## src/rtl/pipeline_hazard_ctrl.sv

```systemverilog
// Hazard and pipeline-control unit for the 5-stage core.
// Turns load-use, branch, syscall/eret and data-memory wait conditions into
// per-stage stall/flush, PC write-enable and PC-select controls. A two-state
// machine with a timeout counter sequences multi-cycle memory accesses.
module pipeline_hazard_ctrl #(
    parameter int MEM_TIMEOUT = 255,
    parameter int CNT_W       = 32
) (
    input  logic             clk,
    input  logic             reset,
    input  logic [4:0]       id_rs_addr,
    input  logic [4:0]       id_rt_addr,
    input  logic             id_uses_rs,
    input  logic             id_uses_rt,
    input  logic             idex_mem_r,
    input  logic [4:0]       idex_rt_addr,
    input  logic             ex_nop,
    input  logic             ex_branch_taken,
    input  logic             ex_syscall,
    input  logic             ex_eret,
    input  logic             mem_req,
    input  logic             mem_ready,
    output logic             pc_w_en,
    output logic [1:0]       pc_sel,
    output logic             epc_w_en,
    output logic             ifid_stall,
    output logic             ifid_flush,
    output logic             cu_stall,
    output logic             cu_flush,
    output logic             exmem_stall,
    output logic             exmem_flush,
    output logic             memwb_stall,
    output logic             mem_err,
    output logic [CNT_W-1:0] stall_cnt
);

    typedef enum logic {
        RUN,
        MEM_WAIT
    } state_t;

    localparam logic [1:0] SEL_PC4  = 2'd0;
    localparam logic [1:0] SEL_BR   = 2'd1;
    localparam logic [1:0] SEL_EXC  = 2'd2;
    localparam logic [1:0] SEL_EPC  = 2'd3;
    localparam logic [7:0] TIMEOUT  = 8'(MEM_TIMEOUT);

    state_t     state;
    logic [7:0] wait_cnt;
    logic [7:0] next_wait;
    logic       mem_stall;
    logic       exc_hit;
    logic       eret_hit;
    logic       branch_hit;
    logic       load_use;

    // Hazard conditions; memory wait covers both the first miss cycle in RUN
    // and every not-ready cycle in MEM_WAIT.
    always_comb begin
        mem_stall  = ((state == MEM_WAIT) || mem_req) && !mem_ready;
        exc_hit    = ex_syscall && !ex_nop;
        eret_hit   = ex_eret && !ex_nop;
        branch_hit = ex_branch_taken && !ex_nop;
        load_use   = idex_mem_r && !ex_nop && (idex_rt_addr != 5'd0) &&
                     ((id_uses_rs && (id_rs_addr == idex_rt_addr)) ||
                      (id_uses_rt && (id_rt_addr == idex_rt_addr)));
        next_wait  = (state == MEM_WAIT) ? wait_cnt + 8'd1 : 8'd1;
    end

    // Control outputs in priority order: reset > memory wait > syscall >
    // eret > branch > load-use > normal.
    always_comb begin
        // NOTE: every output gets a default first so no path infers a latch.
        pc_w_en     = 1'b1;
        pc_sel      = SEL_PC4;
        epc_w_en    = 1'b0;
        ifid_stall  = 1'b0;
        ifid_flush  = 1'b0;
        cu_stall    = 1'b0;
        cu_flush    = 1'b0;
        exmem_stall = 1'b0;
        exmem_flush = 1'b0;
        memwb_stall = 1'b0;
        if (reset) begin
            pc_w_en     = 1'b0;
            ifid_flush  = 1'b1;
            cu_flush    = 1'b1;
            exmem_flush = 1'b1;
        end else if (mem_stall) begin
            pc_w_en     = 1'b0;
            ifid_stall  = 1'b1;
            cu_stall    = 1'b1;
            exmem_stall = 1'b1;
            memwb_stall = 1'b1;
        end else if (exc_hit) begin
            pc_sel      = SEL_EXC;
            epc_w_en    = 1'b1;
            ifid_flush  = 1'b1;
            cu_flush    = 1'b1;
            exmem_flush = 1'b1;
        end else if (eret_hit) begin
            pc_sel      = SEL_EPC;
            ifid_flush  = 1'b1;
            cu_flush    = 1'b1;
        end else if (branch_hit) begin
            pc_sel      = SEL_BR;
            ifid_flush  = 1'b1;
            cu_flush    = 1'b1;
        end else if (load_use) begin
            // Hold IF/ID and PC, inject a bubble into EX for one cycle.
            pc_w_en     = 1'b0;
            ifid_stall  = 1'b1;
            cu_flush    = 1'b1;
        end
    end

    // Memory-wait FSM, timeout pulse and stall performance counter.
    always_ff @(posedge clk) begin
        // NOTE: state registers use non-blocking assignments so every
        // register samples pre-edge values regardless of statement order.
        if (reset) begin
            state     <= RUN;
            wait_cnt  <= 8'd0;
            mem_err   <= 1'b0;
            stall_cnt <= '0;
        end else begin
            mem_err <= 1'b0;
            if (!pc_w_en) begin
                stall_cnt <= stall_cnt + {{(CNT_W-1){1'b0}}, 1'b1};
            end
            if (mem_stall) begin
                if (next_wait >= TIMEOUT) begin
                    // Give up on the access and let the pipeline resume.
                    mem_err  <= 1'b1;
                    state    <= RUN;
                    wait_cnt <= 8'd0;
                end else begin
                    state    <= MEM_WAIT;
                    wait_cnt <= next_wait;
                end
            end else begin
                state    <= RUN;
                wait_cnt <= 8'd0;
            end
        end
    end

endmodule
```

## config.mk

```make
export PLATFORM = sky130hd
export DESIGN_NAME = pipeline_hazard_ctrl
export DESIGN_NICKNAME = d
export VERILOG_FILES = /design/src/rtl/pipeline_hazard_ctrl.sv
export SDC_FILE = /design/constraint.sdc
export NUM_CORES = 1
export LEC_CHECK = 0
export CORE_MARGIN = 1
export CORE_UTILIZATION = 50
export CTS_CLUSTER_DIAMETER = 150
export DETAILED_ROUTE_END_ITERATION = 16
export PLACE_DENSITY = 0.86
export SLEW_MARGIN = 15
export SYNTH_ARGS = -nofsm -noshare
export SYNTH_HDL_FRONTEND = slang
export SYNTH_SLANG_ARGS = --single-unit
```

## constraint.sdc

```tcl
create_clock -name clk -period 5.3 [get_ports clk]
set_input_delay 1.06 -clock clk [delete_from_list [all_inputs] [get_ports clk]]
set_output_delay 1.06 -clock clk [all_outputs]
set_load 0.01 [all_outputs]
```

==> results.json, run 1 <==
{
  "arrival_ps": 3180,
  "syn_inst": 280,
  "dieArea_sq_mm": 0.00476,
  "root_buffer": "clkbuf_8",
  "layout-drive-gt1-share_pct": 6.63,
  "syn-num-nets": 308,
  "cts_hold_buf": 0,
  "setup_tns_ps": 0,
  "num_vias": 2269,
  "dieWidth_um": 69.0,
  "period_minus_slack_ps": 4240,
  "grt_max_degree": 42,
  "cellPowerDensity_mw_per_mm2": 206,
  "critPathKind": "in -> out",
  "grt_pass1_wl_um": 9090,
  "die_h_um": 69.0,
  "worstSkewPairLatency_ps": 300,
  "overflow": 0,
  "synth_edf_count": 0,
  "synth-seq-cells": 42,
  "setup_violations": 0,
  "finalClockSkew_ps": 10.2,
  "path_max_fanout": 18,
  "avgViaCountPerCell": 5.69,
  "htreeDepth": 2,
  "cp-end-kind": "primary output",
  "synthToLayoutAreaGrowth_pct": 36.8,
  "finalWeightedCongestion": 0.861,
  "vdd_drop_max_v": 0.000216,
  "crit_required_ps": 4240,
  "postCtsSetupBuffers": 0,
  "cts_tree": "built",
  "io_buffers": 69,
  "timing.final.crit_share_pct": 80.1,
  "nNetsFinal": 374,
  "outcome": "finished clean",
  "wl_per_cell_um": 13.7,
  "worstMarginPinSlew_ps": 1030,
  "register_area_sq_um": 841,
  "final.fill_count": 352,
  "pre_cts_ws_ps": 1060,
  "core.rowCount": 24,
  "antenna_cells": 0,
  "num_io_pins": 70,
  "crit_path_start_kind": "input pin",
  "syn-cell-area_sq_mm": 0.00225,
  "drt_iter0_drc": 133,
  "rsz0062_at_grt": "false",
  "hold_class": "reg -> reg",
  "timing.hold.ws_ps": 484,
  "multi_input_area_sq_mm": 0.00130,
  "grtUsageTotal_pct": 23.0,
  "firstDrtPassIters": 4,
  "ys_seq_area_share_pct": 37.4,
  "start_util_pct": 51.9,
  "core_area_sq_mm": 0.00432,
  "path_clk_slew_ps": 80,
  "slew_headroom_pct": 31.4,
  "finalWorstSetupSlack_ps": 1060,
  "maxCapViolCount": 0,
  "cts_buffers": 5,
  "synth_warnings": 0,
  "slew_violations": 0,
  "wl_um": 5490,
  "grt_pass1_vias": 2109,
  "power_leakage_nw": 0.986,
  "syn_avg_cell_area_sq_um": 8.02,
  "finalHoldViolCount": 0,
  "ys.flop_type": "dfxtp_1",
  "antenna_found_initial": 0,
  "cts_resized": 0,
  "cts_num_sinks": 42,
  "fmax_mhz": 236,
  "ys_types": 47,
  "ant_nets": 0,
  "drcViolationCount": 0,
  "cts_buffer_depth": 2,
  "dp_hpwl_um": 4120,
  "synthArstFlopShare_pct": 0
}
cell usage after synthesis (2+ instances only):
master	instances	area [sq um]
nor3_1	5	25.0
a21boi_0	2	15.0
nand3_1	13	65.1
o21ai_0	13	65.1
or4_1	13	97.6
buf_4	2	15.0
xor2_1	3	26.3
nand2b_1	2	12.5
dfxtp_1	42	841
inv_1	11	41.3
mux2_2	3	33.8
o31ai_1	13	97.6
and3_1	6	37.5
nand4_1	8	50.1
nor2_1	27	101
ha_1	2	25.0
a21oi_1	28	140
clkbuf_1	9	33.8
nor2b_1	5	31.3
nand2_1	16	60.1
nor4_1	3	18.8
a21o_1	2	15.0
xnor2_1	14	123
or3_1	15	93.8
flip-flops by register name, summed over array words and instances (netlist names):
register   cells
state          1
mem_err        1
stall_cnt     32
wait_cnt       8
cells by family (layout without fill, tap and decap cells):
kind of cell | count (synthesis) | count (layout) | synth area share [%]
and+or+nand+nor | 124 | 124 | 30.8
AOI/OAI and AO/OA | 65 | 65 | 17.3
DFF | 42 | 42 | 37.4
buffers and inverters | 26 | 93 | 4.79
xor gates and xnor gates | 17 | 17 | 6.63
muxes | 4 | 4 | 1.95
adders and majority gates | 2 | 2 | 1.11
critical path, cell delays in order:
cell and delay, ps:
clkdlybuf4s50_1 560, xnor2_1 140, nand4_1 130, o22ai_1 310, a31oi_1 120, buf_4 210, nor2_1 100, clkdlybuf4s50_1 540
stage by stage:
stage	instances	utilization, %	power (W)	cell area, sq um
floorplan	280	-	0.000355	2250
global placement	391	68.6	0.000392	2970
detailed placement	391	68.6	0.000394	2970
CTS	399	71.1	0.000636	3070
global route	399	71.1	0.000654	3070
finish	399	71.1	0.000633	3070
routing by layer:
metal	global-route usage (%)	vias up	wire length, um
met3	4.82	7	242
li1	-	1153	-
met1	25.6	1070	2250
met5	0	-	0
met2	42.9	39	2930
met4	7.94	0	65
cell usage in the layout (no fill, tap or decap), types with 2 or more instances in the layout:
cell             count
a21boi_0             2
a21o_1               2
a21oi_1             28
and3_1               6
buf_4                3
clkbuf_1             2
clkbuf_8             5
clkdlybuf4s50_1     69
dfxtp_1             42
ha_1                 2
inv_1               11
mux2_2               3
nand2_1             16
nand2b_1             2
nand3_1             13
nand4_1              8
nor2_1              27
nor2b_1              5
nor3_1               5
nor4_1               3
o21ai_0             13
o31ai_1             13
or3_1               15
or4_1               13
xnor2_1             14
xor2_1               3
final cells by class:
class,instances,share of cell area [%]
clock buffers,7,2.48
clock inverters,1,0.977
inverters,13,1.63
multi-input cells,212,42.2
flip-flops and latches,42,27.4
well taps,52,2.12
repair buffers,72,23.2
worst paths after layout:
check,startpoint,to,slack [ps],cells past startpoint
worst min register to register,stall_cnt[31],stall_cnt[31],480,2
worst min-delay path,stall_cnt[31],stall_cnt[31],480,2
worst max register to register,stall_cnt[12],stall_cnt[28],2880,6
worst max-delay path,idex_rt_addr[1],ifid_stall,1060,8
power by group:
| group | internal, W | leakage [nW] | switching (W) | total [W] |
|---|---|---|---|---|
| clock | 0.000141 | 0.0524 | 0.000106 | 0.000247 |
| sequential | 0.000317 | 0.339 | 0.00000257 | 0.000320 |
| combinational | 0.0000380 | 0.595 | 0.0000284 | 0.0000664 |
No activity file was read; power rests on OpenSTA's default activity.
==> run 2: changes to the inputs <==
CORE_UTILIZATION = 42   (was 50)
PLACE_DENSITY = 0.77   (was 0.86)
clock period = 3.5 ns   (was 5.3 ns; I/O delays follow)
==> results.json, run 2 (synthesis results as in run 1) <==
{
  "wl_met1_um": 2490,
  "cts_num_sinks": 42,
  "ant_nets": 0,
  "drcViolationCount": 0,
  "drt_iter0_drc": 117,
  "antenna_found_initial": 0,
  "cts_buffer_depth": 2,
  "worstMarginPinSlew_ps": 516,
  "maxCapViolCount": 0,
  "fmax_mhz": 302,
  "slew_headroom_pct": 65.3,
  "die_h_um": 75.1,
  "hold_class": "reg -> reg",
  "dieArea_sq_mm": 0.00564,
  "io_buffers": 69,
  "start_util_pct": 43.7,
  "finalWeightedCongestion": 0.849,
  "met3_length_um": 318,
  "dieWidth_um": 75.1,
  "setup_tns_ps": 0,
  "cellPowerDensity_mw_per_mm2": 310,
  "setup_violations": 0,
  "antenna_cells": 0,
  "outcome": "finished clean",
  "max_stage_delay_ps": 540,
  "wl_um": 5600,
  "core_area_sq_mm": 0.00514,
  "crit_required_ps": 2800,
  "worst_path_max_delay_cell": "clkdlybuf4s50_1",
  "final_cell_mix": "clkdlybuf4s50_1 (69), dfxtp_1 (42), a21oi_1 (28), nor2_1 (27), nand2_1 (16)",
  "routed.top_layer": "met4",
  "finalClockSkew_ps": 7.01,
  "path_clk_slew_ps": 80,
  "slew_violations": 0,
  "critPathKind": "in -> out",
  "worstPathCellList": "clkdlybuf4s50_1, xnor2_1, nand4_1, o22ai_1, buf_4, a31o_2, clkdlybuf4s50_1",
  "num_io_pins": 70,
  "dp_hpwl_um": 4170,
  "cp-end-kind": "primary output",
  "top_regs": "stall_cnt x32, wait_cnt x8",
  "grt_pass1_wl_um": 9310,
  "root_buffer": "clkbuf_8",
  "wl_per_cell_um": 13.4,
  "finalHoldViolCount": 0,
  "synthToLayoutAreaGrowth_pct": 38.6,
  "cts_resized": 0,
  "crit_top_cell": "clkdlybuf4s50_1",
  "cts_buffers": 5,
  "dpl_cell_area_sq_mm": 0.00300,
  "cts_hold_buf": 0,
  "routed-wl-met2_um": 2730,
  "path_max_fanout": 3,
  "overflow": 0,
  "design_area_sq_mm": 0.00311,
  "power_leakage_nw": 1.00,
  "vdd_drop_max_v": 0.000239,
  "period_minus_slack_ps": 3310,
  "cts_tree": "built",
  "rsz0062_at_grt": "false",
  "htreeDepth": 2,
  "arrival_ps": 2610,
  "final.fill_count": 490,
  "nNetsFinal": 376,
  "grt_pass1_vias": 2127,
  "crit_path_start_kind": "input pin",
  "timing.final.crit_share_pct": 94.7,
  "largest-register": "stall_cnt",
  "firstDrtPassIters": 4,
  "num_vias": 2281,
  "avgViaCountPerCell": 5.44,
  "largest_register_ffs": 32,
  "grtUsageTotal_pct": 21.4,
  "layout-drive-gt1-share_pct": 7.74,
  "core.rowCount": 26,
  "final_common_cell": "clkdlybuf4s50_1",
  "grt_max_degree": 36,
  "postCtsSetupBuffers": 0,
  "worstSkewPairLatency_ps": 300
}
==> run 2: changes by cell type in the layout (fill, tap and decap cells not counted) <==
cell / change
buf_4: +2
clkinv_2: +2
clkbuf_1: -2
==> run 2: report_power, final <==
part           switching [W]  internal, W
clock network       0.000170     0.000210
registers         0.00000362     0.000480
logic              0.0000425    0.0000581
==> run 2: path summary, 6_finish.rpt <==
| kind | startpoint | to | slack (ps) | depth (start not counted) |
|---|---|---|---|---|
| hold reg to reg | stall_cnt[31] | stall_cnt[31] | 490 | 2 |
| hold / removal | stall_cnt[31] | stall_cnt[31] | 490 | 2 |
| setup reg to reg | stall_cnt[12] | stall_cnt[31] | 1020 | 6 |
| setup / recovery | idex_rt_addr[4] | cu_flush | 190 | 7 |
==> run 2: metal layers <==
metal / up-vias / GRT usage (%)
met5: - / 0
met4: 0 / 5.87
met3: 5 / 7.10
met2: 51 / 36.7
met1: 1063 / 25.5
li1: 1162 / -
==> run 2: worst max-delay path, delay by kind of cell <==
kind | cells | cell delay [ps]
simple gates | 1 | 100
xor+xnor | 1 | 140
buf+inv | 3 | 1260
compound gates | 2 | 410
==> run 2: per-stage QoR <==
step / hold WS, ps / instances / power, W / utilization [%] / worst slack, ps
2_1_floorplan: 474 / 280 / 0.000538 / - / 863
3_3_place_gp: 469 / 411 / 0.000594 / 58.4 / 241
3_5_place_dp: 482 / 411 / 0.000596 / 58.4 / 214
4_1_cts: 492 / 419 / 0.000978 / 60.6 / 213
5_1_grt: 532 / 419 / 0.00100 / 60.6 / 70.5
6_report: 486 / 419 / 0.000965 / 60.6 / 187
==> run 2: final cells by class <==
type / count / area (sq um) / area share, %
multi-input combinational: 212 / 1300 / 41.7
sequential: 42 / 841 / 27.0
timing repair buffer: 74 / 728 / 23.4
tap: 70 / 87.6 / 2.81
clock buffer: 5 / 68.8 / 2.21
inverter: 13 / 50.0 / 1.61
clock inverter: 3 / 40.0 / 1.29
